[src/rtl/mc_sequencer.sv]
// Multi-cycle MIPS-style control sequencer: one state register, with all datapath
// controls decoded combinationally from the state, the instruction fields and mem_ready.
module mc_sequencer (
  input  logic       clk,
  input  logic       rst_n,
  input  logic [5:0] Opcode,
  input  logic [5:0] Funct,
  input  logic       mem_ready,
  output logic       IorD,
  output logic       MemWrite,
  output logic       IRWrite,
  output logic       PCWrite,
  output logic       Branch,
  output logic [1:0] PCSrc,
  output logic [3:0] ALUControl,
  output logic [1:0] ALUSrcA,
  output logic [1:0] ALUSrcB,
  output logic       RegWrite,
  output logic [1:0] Mem2Reg,
  output logic [1:0] RegDst,
  output logic [3:0] state,
  output logic       halted
);

  typedef enum logic [3:0] {
    S_FETCH  = 4'd0,  S_DECODE = 4'd1,  S_MEMADR = 4'd2,  S_MEMRD = 4'd3,
    S_MEMWB  = 4'd4,  S_MEMWR  = 4'd5,  S_REXEC  = 4'd6,  S_RWB   = 4'd7,
    S_IEXEC  = 4'd8,  S_IWB    = 4'd9,  S_BRANCH = 4'd10, S_JUMP  = 4'd11,
    S_JAL    = 4'd12, S_JR     = 4'd13, S_HALT   = 4'd14
  } state_t;

  localparam logic [3:0] ALU_AND = 4'b0000;
  localparam logic [3:0] ALU_OR  = 4'b0001;
  localparam logic [3:0] ALU_ADD = 4'b0010;
  localparam logic [3:0] ALU_SUB = 4'b0110;
  localparam logic [3:0] ALU_SLT = 4'b0111;
  localparam logic [3:0] ALU_SLL = 4'b1000;
  localparam logic [3:0] ALU_SRL = 4'b1001;

  localparam logic [5:0] OP_RTYPE = 6'h00;
  localparam logic [5:0] OP_J     = 6'h02;
  localparam logic [5:0] OP_JAL   = 6'h03;
  localparam logic [5:0] OP_BEQ   = 6'h04;
  localparam logic [5:0] OP_ADDI  = 6'h08;
  localparam logic [5:0] OP_LW    = 6'h23;
  localparam logic [5:0] OP_SW    = 6'h2B;

  localparam logic [5:0] F_SLL = 6'h00;
  localparam logic [5:0] F_SRL = 6'h02;
  localparam logic [5:0] F_JR  = 6'h08;
  localparam logic [5:0] F_ADD = 6'h20;
  localparam logic [5:0] F_SUB = 6'h22;
  localparam logic [5:0] F_AND = 6'h24;
  localparam logic [5:0] F_OR  = 6'h25;
  localparam logic [5:0] F_SLT = 6'h2A;

  function automatic logic funct_legal(input logic [5:0] fn);
    case (fn)
      F_ADD, F_SUB, F_AND, F_OR, F_SLT, F_SLL, F_SRL, F_JR: return 1'b1;
      default:                                             return 1'b0;
    endcase
  endfunction

  function automatic logic [3:0] funct_alu(input logic [5:0] fn);
    case (fn)
      F_ADD:   return ALU_ADD;
      F_SUB:   return ALU_SUB;
      F_AND:   return ALU_AND;
      F_OR:    return ALU_OR;
      F_SLT:   return ALU_SLT;
      F_SLL:   return ALU_SLL;
      F_SRL:   return ALU_SRL;
      default: return ALU_ADD;
    endcase
  endfunction

  state_t r_state;
  state_t w_next;

  // State register; reset lands in FETCH so the first fetch starts on the first edge after release.
  always_ff @(posedge clk or negedge rst_n) begin
    if (!rst_n) begin
      r_state <= S_FETCH;
    end else begin
      r_state <= w_next;
    end
  end

  // Next-state and control decode; everything is held at 0 while rst_n is low.
  always_comb begin
    w_next     = r_state;
    IorD       = 1'b0;
    MemWrite   = 1'b0;
    IRWrite    = 1'b0;
    PCWrite    = 1'b0;
    Branch     = 1'b0;
    PCSrc      = 2'b00;
    ALUControl = 4'b0000;
    ALUSrcA    = 2'b00;
    ALUSrcB    = 2'b00;
    RegWrite   = 1'b0;
    Mem2Reg    = 2'b00;
    RegDst     = 2'b00;
    halted     = 1'b0;
    if (rst_n) begin
      case (r_state)
        S_FETCH: begin
          ALUSrcB    = 2'b01;
          ALUControl = ALU_ADD;
          IRWrite    = mem_ready;
          PCWrite    = mem_ready;
          if (mem_ready) begin
            w_next = S_DECODE;
          end else begin
            w_next = S_FETCH;
          end
        end
        S_DECODE: begin
          ALUSrcB    = 2'b11;
          ALUControl = ALU_ADD;
          case (Opcode)
            OP_LW, OP_SW: w_next = S_MEMADR;
            OP_RTYPE: begin
              if (Funct == F_JR) begin
                w_next = S_JR;
              end else if (funct_legal(Funct)) begin
                w_next = S_REXEC;
              end else begin
                w_next = S_HALT;
              end
            end
            OP_ADDI: w_next = S_IEXEC;
            OP_BEQ:  w_next = S_BRANCH;
            OP_J:    w_next = S_JUMP;
            OP_JAL:  w_next = S_JAL;
            default: w_next = S_HALT;
          endcase
        end
        S_MEMADR: begin
          ALUSrcA    = 2'b01;
          ALUSrcB    = 2'b10;
          ALUControl = ALU_ADD;
          // The instruction register still holds lw/sw here, so its opcode picks the access.
          if (Opcode == OP_SW) begin
            w_next = S_MEMWR;
          end else begin
            w_next = S_MEMRD;
          end
        end
        S_MEMRD: begin
          IorD = 1'b1;
          if (mem_ready) begin
            w_next = S_MEMWB;
          end else begin
            w_next = S_MEMRD;
          end
        end
        S_MEMWB: begin
          Mem2Reg  = 2'b01;
          RegWrite = 1'b1;
          w_next   = S_FETCH;
        end
        S_MEMWR: begin
          IorD     = 1'b1;
          MemWrite = 1'b1;
          if (mem_ready) begin
            w_next = S_FETCH;
          end else begin
            w_next = S_MEMWR;
          end
        end
        S_REXEC: begin
          ALUSrcA    = ((Funct == F_SLL) || (Funct == F_SRL)) ? 2'b10 : 2'b01;
          ALUControl = funct_alu(Funct);
          w_next     = S_RWB;
        end
        S_RWB: begin
          RegDst   = 2'b01;
          RegWrite = 1'b1;
          w_next   = S_FETCH;
        end
        S_IEXEC: begin
          ALUSrcA    = 2'b01;
          ALUSrcB    = 2'b10;
          ALUControl = ALU_ADD;
          w_next     = S_IWB;
        end
        S_IWB: begin
          RegWrite = 1'b1;
          w_next   = S_FETCH;
        end
        S_BRANCH: begin
          ALUSrcA    = 2'b01;
          ALUControl = ALU_SUB;
          PCSrc      = 2'b01;
          Branch     = 1'b1;
          w_next     = S_FETCH;
        end
        S_JUMP: begin
          PCSrc   = 2'b10;
          PCWrite = 1'b1;
          w_next  = S_FETCH;
        end
        S_JAL: begin
          PCSrc    = 2'b10;
          PCWrite  = 1'b1;
          RegDst   = 2'b10;
          Mem2Reg  = 2'b10;
          RegWrite = 1'b1;
          w_next   = S_FETCH;
        end
        S_JR: begin
          PCSrc   = 2'b11;
          PCWrite = 1'b1;
          w_next  = S_FETCH;
        end
        S_HALT: begin
          halted = 1'b1;
          w_next = S_HALT;
        end
        default: begin
          w_next = S_HALT;
        end
      endcase
    end else begin
      w_next = S_FETCH;
    end
  end

  assign state = r_state;

endmodule

[config.mk]
export PLATFORM = sky130hd
export DESIGN_NAME = mc_sequencer
export DESIGN_NICKNAME = d
export VERILOG_FILES = /design/src/rtl/mc_sequencer.sv
export SDC_FILE = /design/constraint.sdc
export NUM_CORES = 1
export LEC_CHECK = 0
export CAP_MARGIN = 40
export CORE_MARGIN = 5
export CORE_UTILIZATION = 30
export CTS_CLUSTER_DIAMETER = 120
export DETAILED_ROUTE_END_ITERATION = 8
export GPL_TIMING_DRIVEN = 0
export SLEW_MARGIN = 10
export SYNTH_ARGS = -nofsm -noshare
export SYNTH_HDL_FRONTEND = slang
export SYNTH_SLANG_ARGS = --single-unit
[constraint.sdc]
create_clock -name clk -period 3.5 [get_ports clk]
set_clock_uncertainty 0.15 [all_clocks]
set_input_delay 0.7 -clock clk [delete_from_list [all_inputs] [get_ports clk]]
set_output_delay 0.7 -clock clk [all_outputs]
set_load 0.02 [all_outputs]
==> results_dict.tcl <==
set metrics [dict create \
    outcome "finished, final reports clean" \
    htree_num_levels 1 \
    gr-usage-all-layers_pct 13.8 \
    die_y_um 62.4 \
    fin_crit_sh_pct 96.8 \
    cts_hold_buf 0 \
    timing.rr.end "state[2]" \
    routedWlPerCell_um 13.8 \
    dp.cells 194 \
    synth_flop_cell "dfrtp_1" \
    synth_warnings 0 \
    rsz0062_at_grt "no" \
    ant_nets 0 \
    clock_tree.buffer_depth 2 \
    maxSlewHeadroom_pct 67.8 \
    drive_gt1_share_pct 5.42 \
    drc 0 \
    critPathArrivalTime_ns 2.54 \
    power_leakage_nw 0.466 \
    port_buffers 36 \
    row_count 19 \
    nNetsFinal 183 \
    r2r_cells 5 \
    largest_reg_flops 4 \
    dp_slack_ns -0.0855 \
    hold_viol 0 \
    viasPerCell 5.64 \
    power_mw 0.756 \
    grt_max_degree 12 \
    setup_viol 0 \
    path_clk_slew_ns 0.04 \
    ys_seq_area_share_pct 12.1 \
    worst_slack_ns 0.113 \
    worstReg2RegStart "state[1]" \
    overflow 0 \
    grt_pass1_wl_um 4690 \
    numCtsBuffers 3 \
    min_period_ns 3.39 \
    start_kind "input port" \
    whs_ns 0.222 \
    end_kind "output port" \
    num_io_pins 40 \
    place.gp.congestion 0.803 \
    timing.fmax_mhz 295 \
    antenna_found_initial 0 \
    syn_avg_cell_area_um2 6.49 \
    wl_um 2730 \
    cts.sink_count 4 \
    firstDrtPassIters 4 \
    grt_pass1_vias 1014 \
    rrSetupSlack_ns 1.68 \
    dieWidth_um 62.4 \
    worstMarginPinSlew_ns 0.476 \
    worstSetupPathType "in2out" \
    hpwl_um 2150 \
    syn-num-nets 142 \
    synth_cells 127 \
    required_ns 2.65 \
    root_buffer "clkbuf_4" \
    ys_seq_elements 4 \
    dr.first_iter.drc_count 54 \
    power.density_nw_per_um2 601 \
    hp-class "in2async" \
    start_util_pct 30.7 \
    area_delta_synth_final_pct 52.5 \
    antenna_cells 0 \
    drv_slew 0 \
    core_region_area_um2 2690 \
    async_flop_share_pct 100 \
    synth_edf_count 0 \
    syn_area_um2 825 \
    cts_tree "built" \
    fin_cells 197 \
    crit_path_max_fanout 5 \
    clk_latency_ns 0.23 \
    vdd_ir_drop_max_mv 0.391 \
    setup_tns_ns 0 \
    vias 1112 \
    dieArea_um2 3900 \
    yosysUniqueCellTypes 44 \
    cap_violations 0 \
]
-- power breakdown --
part | internal (mW) | switching (mW) | leakage, nW | total (mW)
sequential | 0.0660 | 0.0194 | 0.0536 | 0.0854
combinational | 0.261 | 0.353 | 0.398 | 0.614
clock | 0.0383 | 0.0178 | 0.0138 | 0.0560
total | 0.365 | 0.390 | 0.466 | 0.756
-- layer usage --
layer / track usage [%] / part of all wire, % / vias up
li1: - / - / 556
met4: 2.65 / 0 / 0
met5: 0 / 0 / -
met1: 18.2 / 46 / 516
met3: 3.24 / 6.6 / 0
met2: 22.8 / 48 / 40
-- stage by stage --
stage	cell area, µm²	utilization (%)
2_1_floorplan	825	-
3_3_place_gp	1220	45.6
3_5_place_dp	1220	45.6
4_1_cts	1250	46.4
5_1_grt	1260	46.8
6_report	1260	46.8
-- kinds of logic (layout without fill, tap and decap cells) --
family	after synthesis	after routing	share of synthesized area, %
AND/OR/NAND/NOR	73	73	46.3
AO/OA/AOI/OAI	32	32	27.5
buffers and inverters	13	52	8.19
flip-flops	4	4	12.1
multiplexers	3	3	3.79
XOR/XNOR	2	2	2.12
-- worst max-delay path, cell delays in order --
cell and delay (ns):
clkdlybuf4s50_1 0.48, or3_1 0.41, nor3_2 0.16, and3_1 0.18
clkdlybuf4s50_1 0.61
-- synth_stat cells, types with 2 or more instances --
library cell / instances / area share (%)
nand2b_1: 3 / 2.3
nor3_1: 10 / 6.1
or4b_1: 2 / 2.4
mux2i_1: 2 / 2.4
clkbuf_1: 10 / 4.6
o211ai_1: 2 / 1.8
a21oi_1: 6 / 3.6
and3_1: 6 / 4.6
nor2b_1: 8 / 6.1
a32oi_1: 2 / 2.1
a31oi_1: 3 / 2.3
dfrtp_1: 4 / 12
nand3_1: 6 / 3.6
a41oi_1: 2 / 2.1
nor2_1: 17 / 7.7
o21ai_0: 5 / 3.0
and2_1: 2 / 1.5
nand2_1: 11 / 5.0
-- cells in the final DEF, fill, tap and decap left out, drive strengths merged, types with 3 or more instances in the layout --
master / count
clkbuf: 13
clkdlybuf4s50: 34
and3: 6
nor2b: 8
nand3: 6
nor3: 10
nand2: 11
dfrtp: 4
nand2b: 3
a21oi: 6
nor2: 17
a31oi: 3
o21ai: 5
-- final cells by class --
cell class | instances | area [µm²]
Buffer | 12 | 65.1
Timing Repair Buffer | 36 | 365
Multi-Input combinational cell | 110 | 662
Tap cell | 31 | 38.8
Clock buffer | 3 | 22.5
Sequential cell | 4 | 100
Inverter | 1 | 3.75
Fill cell | 280 | 1430
-- how the worst max path moves through the flow --
stage | startpoint | slack, ns | cells after the start | end
after detailed placement | rst_n | -0.09 | 5 | ALUControl[2]
after global routing | state[1] | 0.01 | 6 | ALUControl[0]
final | Funct[2] | 0.11 | 5 | ALUControl[3]
after CTS | Funct[0] | 0.01 | 6 | ALUSrcA[0]
after floorplan | Funct[5] | 0.78 | 4 | ALUSrcA[0]
after global placement | rst_n | -0.09 | 4 | ALUSrcA[0]
-- what timing repair did --
| action | in CTS | in global routing |
|---|---|---|
| endpoints found under the setup margin | 8 | 11 |
| resized for setup | 1 | 3 |
| buffers inserted | 0 | 0 |
No activity file was read; power rests on OpenSTA's default activity.
